[config.mk]
export PLATFORM = sky130hd
export DESIGN_NAME = ctrl_rw_sequencer
export DESIGN_NICKNAME = d
export VERILOG_FILES = /design/src/rtl/ctrl_rw_pkg.sv /design/src/rtl/ctrl_rw_tokcnt.sv /design/src/rtl/ctrl_rw_sequencer.sv
export SDC_FILE = /design/constraint.sdc
export NUM_CORES = 1
export LEC_CHECK = 0
export ABC_CLOCK_PERIOD_IN_PS = 2800
export CAP_MARGIN = 5
export CORE_MARGIN = 2
export CORE_UTILIZATION = 47
export CTS_CLUSTER_DIAMETER = 30
export DETAILED_ROUTE_END_ITERATION = 10
export PLACE_DENSITY = 0.73
export SLEW_MARGIN = 20
export SYNTH_ARGS = -nofsm -noshare
export SYNTH_HDL_FRONTEND = slang
export SYNTH_HIERARCHICAL = 1
export SYNTH_SLANG_ARGS = --single-unit
[constraint.sdc]
create_clock -name clock -period 2.8 [get_ports clock]
set_input_delay 0.56 -clock clock [delete_from_list [all_inputs] [get_ports clock]]
set_output_delay 0.56 -clock clock [all_outputs]
set_load 0.02 [all_outputs]
[src/rtl/ctrl_rw_pkg.sv]
// Shared types for the serial read/write command sequencer: opcodes, FSM states
// and the fixed command length.
package ctrl_rw_pkg;

    localparam int unsigned CmdLen = 4;
    localparam int unsigned StW    = $clog2(CmdLen);

    typedef enum logic [1:0] {
        OpNop   = 2'b00,
        OpWrite = 2'b01,
        OpRead  = 2'b10,
        OpClr   = 2'b11
    } op_e;

    // One state per command bit position: start, op[1], op[0], execute.
    typedef enum logic [StW-1:0] {
        StIdle,
        StOp1,
        StOp2,
        StExec
    } state_e;

endpackage

[src/rtl/ctrl_rw_tokcnt.sv]
// Saturating outstanding-token counter with sticky overflow/underflow flags.
// Requests that would leave 0..DEPTH are dropped and flagged instead.
module ctrl_rw_tokcnt #(
    parameter int unsigned  DEPTH = 4,
    localparam int unsigned LVL_W = $clog2(DEPTH + 1)
) (
    input  logic             clock,
    input  logic             rst_n,
    input  logic             push_req,
    input  logic             pop_req,
    input  logic             clr,
    output logic [LVL_W-1:0] level,
    output logic             full,
    output logic             empty,
    output logic             ovf,
    output logic             udf
);

    logic [LVL_W-1:0] level_q, level_d;
    logic             ovf_q, ovf_d;
    logic             udf_q, udf_d;

    assign full  = (level_q == LVL_W'(DEPTH));
    assign empty = (level_q == '0);

    always_comb begin
        level_d = level_q;
        if (push_req && !full) begin
            level_d = level_q + LVL_W'(1);
        end else if (pop_req && !empty) begin
            level_d = level_q - LVL_W'(1);
        end
    end

    always_comb begin
        ovf_d = ovf_q;
        udf_d = udf_q;
        if (clr) begin
            ovf_d = 1'b0;
            udf_d = 1'b0;
        end
        if (push_req && full) begin
            ovf_d = 1'b1;
        end
        if (pop_req && empty) begin
            udf_d = 1'b1;
        end
    end

    always_ff @(posedge clock or negedge rst_n) begin
        if (!rst_n) begin
            level_q <= '0;
            ovf_q   <= 1'b0;
            udf_q   <= 1'b0;
        end else begin
            level_q <= level_d;
            ovf_q   <= ovf_d;
            udf_q   <= udf_d;
        end
    end

    assign level = level_q;
    assign ovf   = ovf_q;
    assign udf   = udf_q;

endmodule

[src/rtl/ctrl_rw_sequencer.sv]
// Serial ctrl-bit command decoder producing read/write strobes, a registered ready
// and a token level. Optional assertions under CTRL_RW_SEQUENCER_SVA_EN.
module ctrl_rw_sequencer
    import ctrl_rw_pkg::*;
#(
    parameter int unsigned  DEPTH = 4,
    localparam int unsigned LVL_W = $clog2(DEPTH + 1)
) (
    input  logic             clock,
    input  logic             rst_n,
    input  logic             ctrl,
    output logic             read,
    output logic             write,
    output logic             ready,
    output logic             busy,
    output logic [LVL_W-1:0] level,
    output logic             ovf,
    output logic             udf
);

    state_e state_q, state_d;
    op_e    op_q, op_d;
    logic   ready_q;
    logic   push_req, pop_req, clr;
    logic   full, empty;

    always_ff @(posedge clock or negedge rst_n) begin
        if (!rst_n) begin
            state_q <= StIdle;
            op_q    <= OpNop;
            ready_q <= 1'b0;
        end else begin
            state_q <= state_d;
            op_q    <= op_d;
            ready_q <= write;
        end
    end

    always_comb begin
        state_d = state_q;
        op_d    = op_q;
        unique case (state_q)
            StIdle: begin
                if (ctrl) begin
                    state_d = StOp1;
                end
            end
            StOp1: begin
                op_d    = op_e'({ctrl, op_q[0]});
                state_d = StOp2;
            end
            StOp2: begin
                op_d    = op_e'({op_q[1], ctrl});
                state_d = StExec;
            end
            StExec: begin
                state_d = StIdle;
            end
            default: begin
                state_d = StIdle;
            end
        endcase
    end

    // Strobes decode only from registered state, so read/write are exclusive by
    // construction and ctrl never reaches an output combinationally.
    always_comb begin
        push_req = (state_q == StExec) && (op_q == OpWrite);
        pop_req  = (state_q == StExec) && (op_q == OpRead);
        clr      = (state_q == StExec) && (op_q == OpClr);
        write    = push_req && !full;
        read     = pop_req && !empty;
        busy     = (state_q != StIdle);
        ready    = ready_q;
    end

    ctrl_rw_tokcnt #(
        .DEPTH (DEPTH)
    ) u_tokcnt (
        .clock    (clock),
        .rst_n    (rst_n),
        .push_req (push_req),
        .pop_req  (pop_req),
        .clr      (clr),
        .level    (level),
        .full     (full),
        .empty    (empty),
        .ovf      (ovf),
        .udf      (udf)
    );

`ifdef CTRL_RW_SEQUENCER_SVA_EN
    a_rw: assert property (@(posedge clock) disable iff (!rst_n) !(read && write));
    a_wr: assert property (@(posedge clock) disable iff (!rst_n) write |=> ready);
    a_rdy: assert property (@(posedge clock) disable iff (!rst_n) ready |-> $past(write));
    a_lvl: assert property (@(posedge clock) disable iff (!rst_n) level <= LVL_W'(DEPTH));
    a_exec: assert property (@(posedge clock) disable iff (!rst_n)
                             (read || write) |-> state_q == StExec);
`else
`endif

endmodule

After elaboration in Yosys (flattened, before gate mapping)
Index checks and enable logic that the tools add are counted.

Register bits: 10. Bits of input ports: 3. Output and inout bits: 9. Logic and storage cells: 44.

Add/subtract/negate cells: 2. Eq/ne operators: 8. Mux-type cells: 8. Bitwise gates (word level): 2. Reduce and logical (&&, ||, !) cells: 17.

Operator list (count): 2-bit equality test (second input constant) (4); 2-bit one-hot mux with 4 select lines (1); 2-bit nonzero test (4); 1-bit logical AND (7); 3-bit two-way mux (2); 2-bit by 1-bit equality test with 1-bit output (second input constant) (2); 2-bit one-hot mux with 2 select lines (1); 2-bit AND reduction (2); 3-bit by 1-bit adder with 3-bit output (second input constant) (1); 3-bit equality test (second input constant) (1); 3-bit logical NOT (1); 1-bit two-way mux (3); 3-bit by 1-bit subtractor with 3-bit output (second input constant) (1); 1-bit logical NOT (2); 2-bit logical NOT (1); 2-bit two-way mux (1); 2-bit inequality test (second input constant) (1); 1-bit inverter (2).

Logic depth before layout (Yosys ltp)
Depth after elaboration: 5. Gate-level depth with buffers: 8. Depth with buffers taken out: 8.

By module
The synthesis kept the hierarchy.

Modules (own cells, without submodules): ctrl_rw_tokcnt (instances 1, cells each 34, area each 321.6 um^2, sequential area each 125.1 um^2); ctrl_rw_sequencer (instances 1, cells each 28, area each 300.3 um^2, sequential area each 125.1 um^2).

Worst setup path after synthesis
No wires, ideal clock.

Kind: reg2reg. Start: register state_q[1]. End: register u_tokcnt.level_q[2] (netlist: u_tokcnt/level[2]). Data arrival time: 2062 ps. Data required time: 2668 ps. Slack: 606 ps. Cell stages (with the launch flop): 9. Buffers on the path: 0. Clock period less this slack: 2194 ps. Path through: dfrtp_1 > ha_1 > nand2_1 > nor2_1 > o21ai_0 > fa_1 > or4b_1 > o311ai_1 > a21oi_2.

Longest elaborated chain between the ends: 4. Elaborated cells between the ends (all ways): 7.

Ends and longest elaborated chain: from (decl) (RTL line ctrl_rw_sequencer.sv:21) `state_e state_q, state_d;`; from (signal assigned) (RTL line ctrl_rw_sequencer.sv:29) `state_q <= StIdle;`; from (signal assigned) (RTL line ctrl_rw_sequencer.sv:33) `state_q <= state_d;`; 2-bit equality test (*) (RTL line ctrl_rw_sequencer.sv:68) `push_req = (state_q == StExec) && (op_q == OpWrite);`; 1-bit logical AND (*) (RTL line ctrl_rw_sequencer.sv:68); net push_req (RTL line ctrl_rw_sequencer.sv:24) `logic push_req, pop_req, clr;`; 1-bit logical AND (*) (RTL line ctrl_rw_tokcnt.sv:28) `if (push_req && !full) begin`; 3-bit two-way mux / 2-bit nonzero test (equally long branches); to (signal assigned) (RTL line ctrl_rw_tokcnt.sv:56) `level_q <= level_d;`; to (decl) (RTL line ctrl_rw_tokcnt.sv:19) `logic [LVL_W-1:0] level_q, level_d;`.

Mark *: on every way through the listed nets, which the timed path passes. The rest lies on a longest branch. A chain may end at the register's enable or synchronous reset.

Worst setup path in the final report
Start: register u_tokcnt.level_q[0] (netlist: u_tokcnt/level[0]). End: output write.

Longest elaborated chain between the ends: 3.

Ends and longest elaborated chain: 3-bit equality test (RTL line ctrl_rw_tokcnt.sv:23) `assign full = (level_q == LVL_W'(DEPTH));`; net full (RTL line ctrl_rw_sequencer.sv:25) `logic full, empty;`; 1-bit logical NOT (RTL line ctrl_rw_sequencer.sv:71) `write = push_req && !full;`; 1-bit logical AND (RTL line ctrl_rw_sequencer.sv:71); to (decl) (RTL line ctrl_rw_sequencer.sv:13) `output logic write,`.

The timed path passes the listed nets, and every way through them passes these cells.

==> results by group <==
Critical path
  – FF-to-FF setup slack: 0.57 ns
  – Highest-delay cell along the critical path: clkdlybuf4s50_1
  – Crit path cell chain: nand2b_1 -> nor2_1 -> nor3_1 -> clkdlybuf4s50_1
  – Crit path required time: 2.24 ns
  – Critical Path End Type: output port
  – RR Startpoint: state_q[1]
  – R2R depth: 8
  – CP Launch Type: register
  – Max FO, Critical Path: 9
  – CP peak stage delay: 0.64 ns
  – R2R Path End: u_tokcnt/level[2]
  – Buf/Inv on CP: 1
  – Delay-heaviest family, CP: buffers and inverters
  – Setup CP Type: reg2out
  – WP data arrival: 1.89 ns

Finish
  – Multi-input gate area: 329 sq um
  – Ant. Diodes: 0
  – Nets: 86
  – Layout cells sized above 1: 14.5%
  – Layout filler cell count: 109
  – FF/Latch Area: 250 sq um
  – Final std cell area, no fill: 778 sq um
  – Area Overhead vs Synth: 25.2%

GRT
  – Met2 Track Usage GR: 25.4%
  – Gr ovfl total: 0
  – Number of global-route vias before repair: 409
  – Busiest grt layer: met2
  – GRT Total Usage: 17.7%
  – Met3 Use GR: 10.0%
  – Initial antenna violation count: 0
  – Largest net degree at the start of global routing: 13
  – Met1 usage in global routing: 20.5%
  – First-pass GRT wire length: 1760 microns

Timing
  – Hold Slack: 0.528 ns
  – Final count of pins violating max slew: 0
  – Worst-Margin Slew: 0.427 ns
  – Final worst-path cycle share: 87.3%
  – RSZ-0062 raised after global routing: false
  – # setup viols final: 0
  – Slew margin rel.: 71.5%
  – Clock Skews: 0.00643 ns
  – Final hold vios: 0
  – Setup TNS: 0 ns
  – Maximum clock rate: 409 MHz
  – Min Tclk post-route: 2.45 ns
  – PnR worst setup slack: 0.354 ns

Power
  – Pwr dens: 1180 nW/um^2
  – Leakage Power: 0.336 nW
  – Worst vdd ir: 0.491 mV

Min path
  – HP Start: op_q[1]
  – Hold-critical path depth: 1
  – Path type of the worst min-delay path: reg2reg
  – Hold path endpoint: ready

Clock network
  – Post_cts resized: 0
  – H-Tree Depth: 1
  – Clock-pin transition on the worst setup and hold timing paths: 0.07 ns
  – CTS max path bufs: 2
  – Total clock sinks: 10
  – Root Driver: clkbuf_4
  – Hold-fix buffers, CTS: 0
  – CTS buffer count: 3
  – Clk_lat worst skew: 0.27 ns
  – CTS tree: yes
  – # Post-CTS Setup Buffers: 0

Placement
  – DP Area: 742 sq um
  – IO Port Bufs: 11
  – Post-DP HPWL: 806 microns
  – Post-place setup slack: 0.613 ns
  – RD Place Congestion: 0.712

Synth
  – Post-synthesis sequential area ratio: 40.2%
  – Number of synthesized register bits: 10
  – Mean post-synth cell area: 10.0 sq um
  – Mapped cell area: 622 sq um
  – Syn Nets: 71
  – Synth area leaders: dfrtp_1 (40%), ha_1 (10%), o21ai_0 (4.8%), inv_1 (4.2%), mux2_2 (3.6%)
  – Yosys top cell area share: 40.2%
  – Yosys top cell by area: dfrtp_1
  – Number of cells produced by synthesis: 62
  – Synth warn: 6
  – Post-synthesis cell type count: 26

Floorplanning
  – Core Area: 1270 sq um
  – Row count: 13
  – IO Pins: 12
  – Initial Utilization: 49.0%
  – Die area: 1630 sq um
  – Die height: 40.4 microns
  – Die X: 40.4 microns

Route
  – Vias post-DR: 490
  – DRT Pass-1 Iters: 3
  – Via density: 5.38
  – DRC Markers: 0
  – DR iter-0 viols: 7
  – DR WL/cell: 11.8 microns
  – Antenna-violating nets left: 0
  – Final WL: 1080 microns

Run status
  – Outcome: finished, final reports clean

Run
  – Max-cap violations: 0
final cells by class:
| cell class | count | share of cell area (%) |
|---|---|---|
| multi-input combinational | 43 | 42.3 |
| clock buffer | 4 | 4.66 |
| inverter | 7 | 3.38 |
| sequential | 10 | 32.2 |
| tap | 15 | 2.41 |
| timing repair buffer | 12 | 15.1 |
how the worst max path moves through the flow:
| stage | from | end | cells past startpoint |
|---|---|---|---|
| global placement | state_q[1] | u_tokcnt/level[2] | 8 |
| CTS | u_tokcnt/level[0] | write | 4 |
| global route | u_tokcnt/level[0] | write | 4 |
| finish | u_tokcnt/level[0] | write | 4 |
| detailed placement | state_q[1] | u_tokcnt/level[2] | 8 |
| floorplan | state_q[1] | u_tokcnt/level[2] | 8 |
sequential cells by signal (all words and copies together) (netlist names):
name,count
u_tokcnt/udf,1
u_tokcnt/level,3
state_q,2
op_q,2
u_tokcnt/ovf,1
ready,1
cells in the mapped netlist:
master and n:
a21oi_1 1, a21oi_2 1, and2b_2 1, and3_1 1, buf_2 1, buf_6 1
dfrtp_1 10, fa_1 1, ha_1 5, inv_1 7, mux2_2 2, mux2_4 1
mux2i_1 1, nand2_1 4, nand2b_1 1, nand3b_1 1, nor2_1 6, nor2b_1 1
nor2b_4 1, nor3_1 3, o2111ai_1 1, o21ai_0 6, o311ai_1 1, o32ai_1 2
or4b_1 1, xnor2_1 1
cell usage in the layout, fill, tap and decap left out, drive strengths merged:
cell           instances
clkdlybuf4s50         11
dfrtp                 10
inv                    7
nor2                   6
o21ai                  6
ha                     5
nand2                  4
clkbuf                 4
nor3                   3
mux2                   3
o32ai                  2
nor2b                  2
a21oi                  2
and3                   1
mux2i                  1
nand3b                 1
nand2b                 1
and2b                  1
xnor2                  1
or4b                   1
o2111ai                1
o311ai                 1
fa                     1
buf                    1
power breakdown:
part	internal, mW	switching, mW
Clock	0.0790	0.0546
Sequential	0.213	0.0933
Combinational	0.250	0.231
Total	0.542	0.379
routing by layer:
| layer | wire (microns) | vias up |
|---|---|---|
| met5 | 0 | - |
| met4 | 15 | 0 |
| met3 | 48 | 2 |
| met2 | 508 | 9 |
| met1 | 504 | 238 |
| li1 | - | 241 |
cells by family after synthesis:
logic type	after synthesis	share of synthesized area [%]
buf+inv	9	6.84
compound gates	12	12.7
mux	4	7.64
simple gates	20	17.9
xor+xnor	1	1.41
fa+ha+maj	6	13.3
flops	10	40.2
worst reg2reg max path: cells and delay by family (launching register included):
family,cells,cell delay (ns)
flops,1,0.41
fa+ha+maj,2,0.66
simple gates,3,0.73
compound gates,3,0.30
stage by stage:
stage,power [mW],std cells,util (%)
after global routing,0.999,91,61.3
after CTS,0.929,91,61.3
final,0.921,91,61.3
after floorplan,0.629,62,-
after global placement,0.774,87,58.5
after detailed placement,0.785,87,58.5
Power figures use the tool's default switching activity.
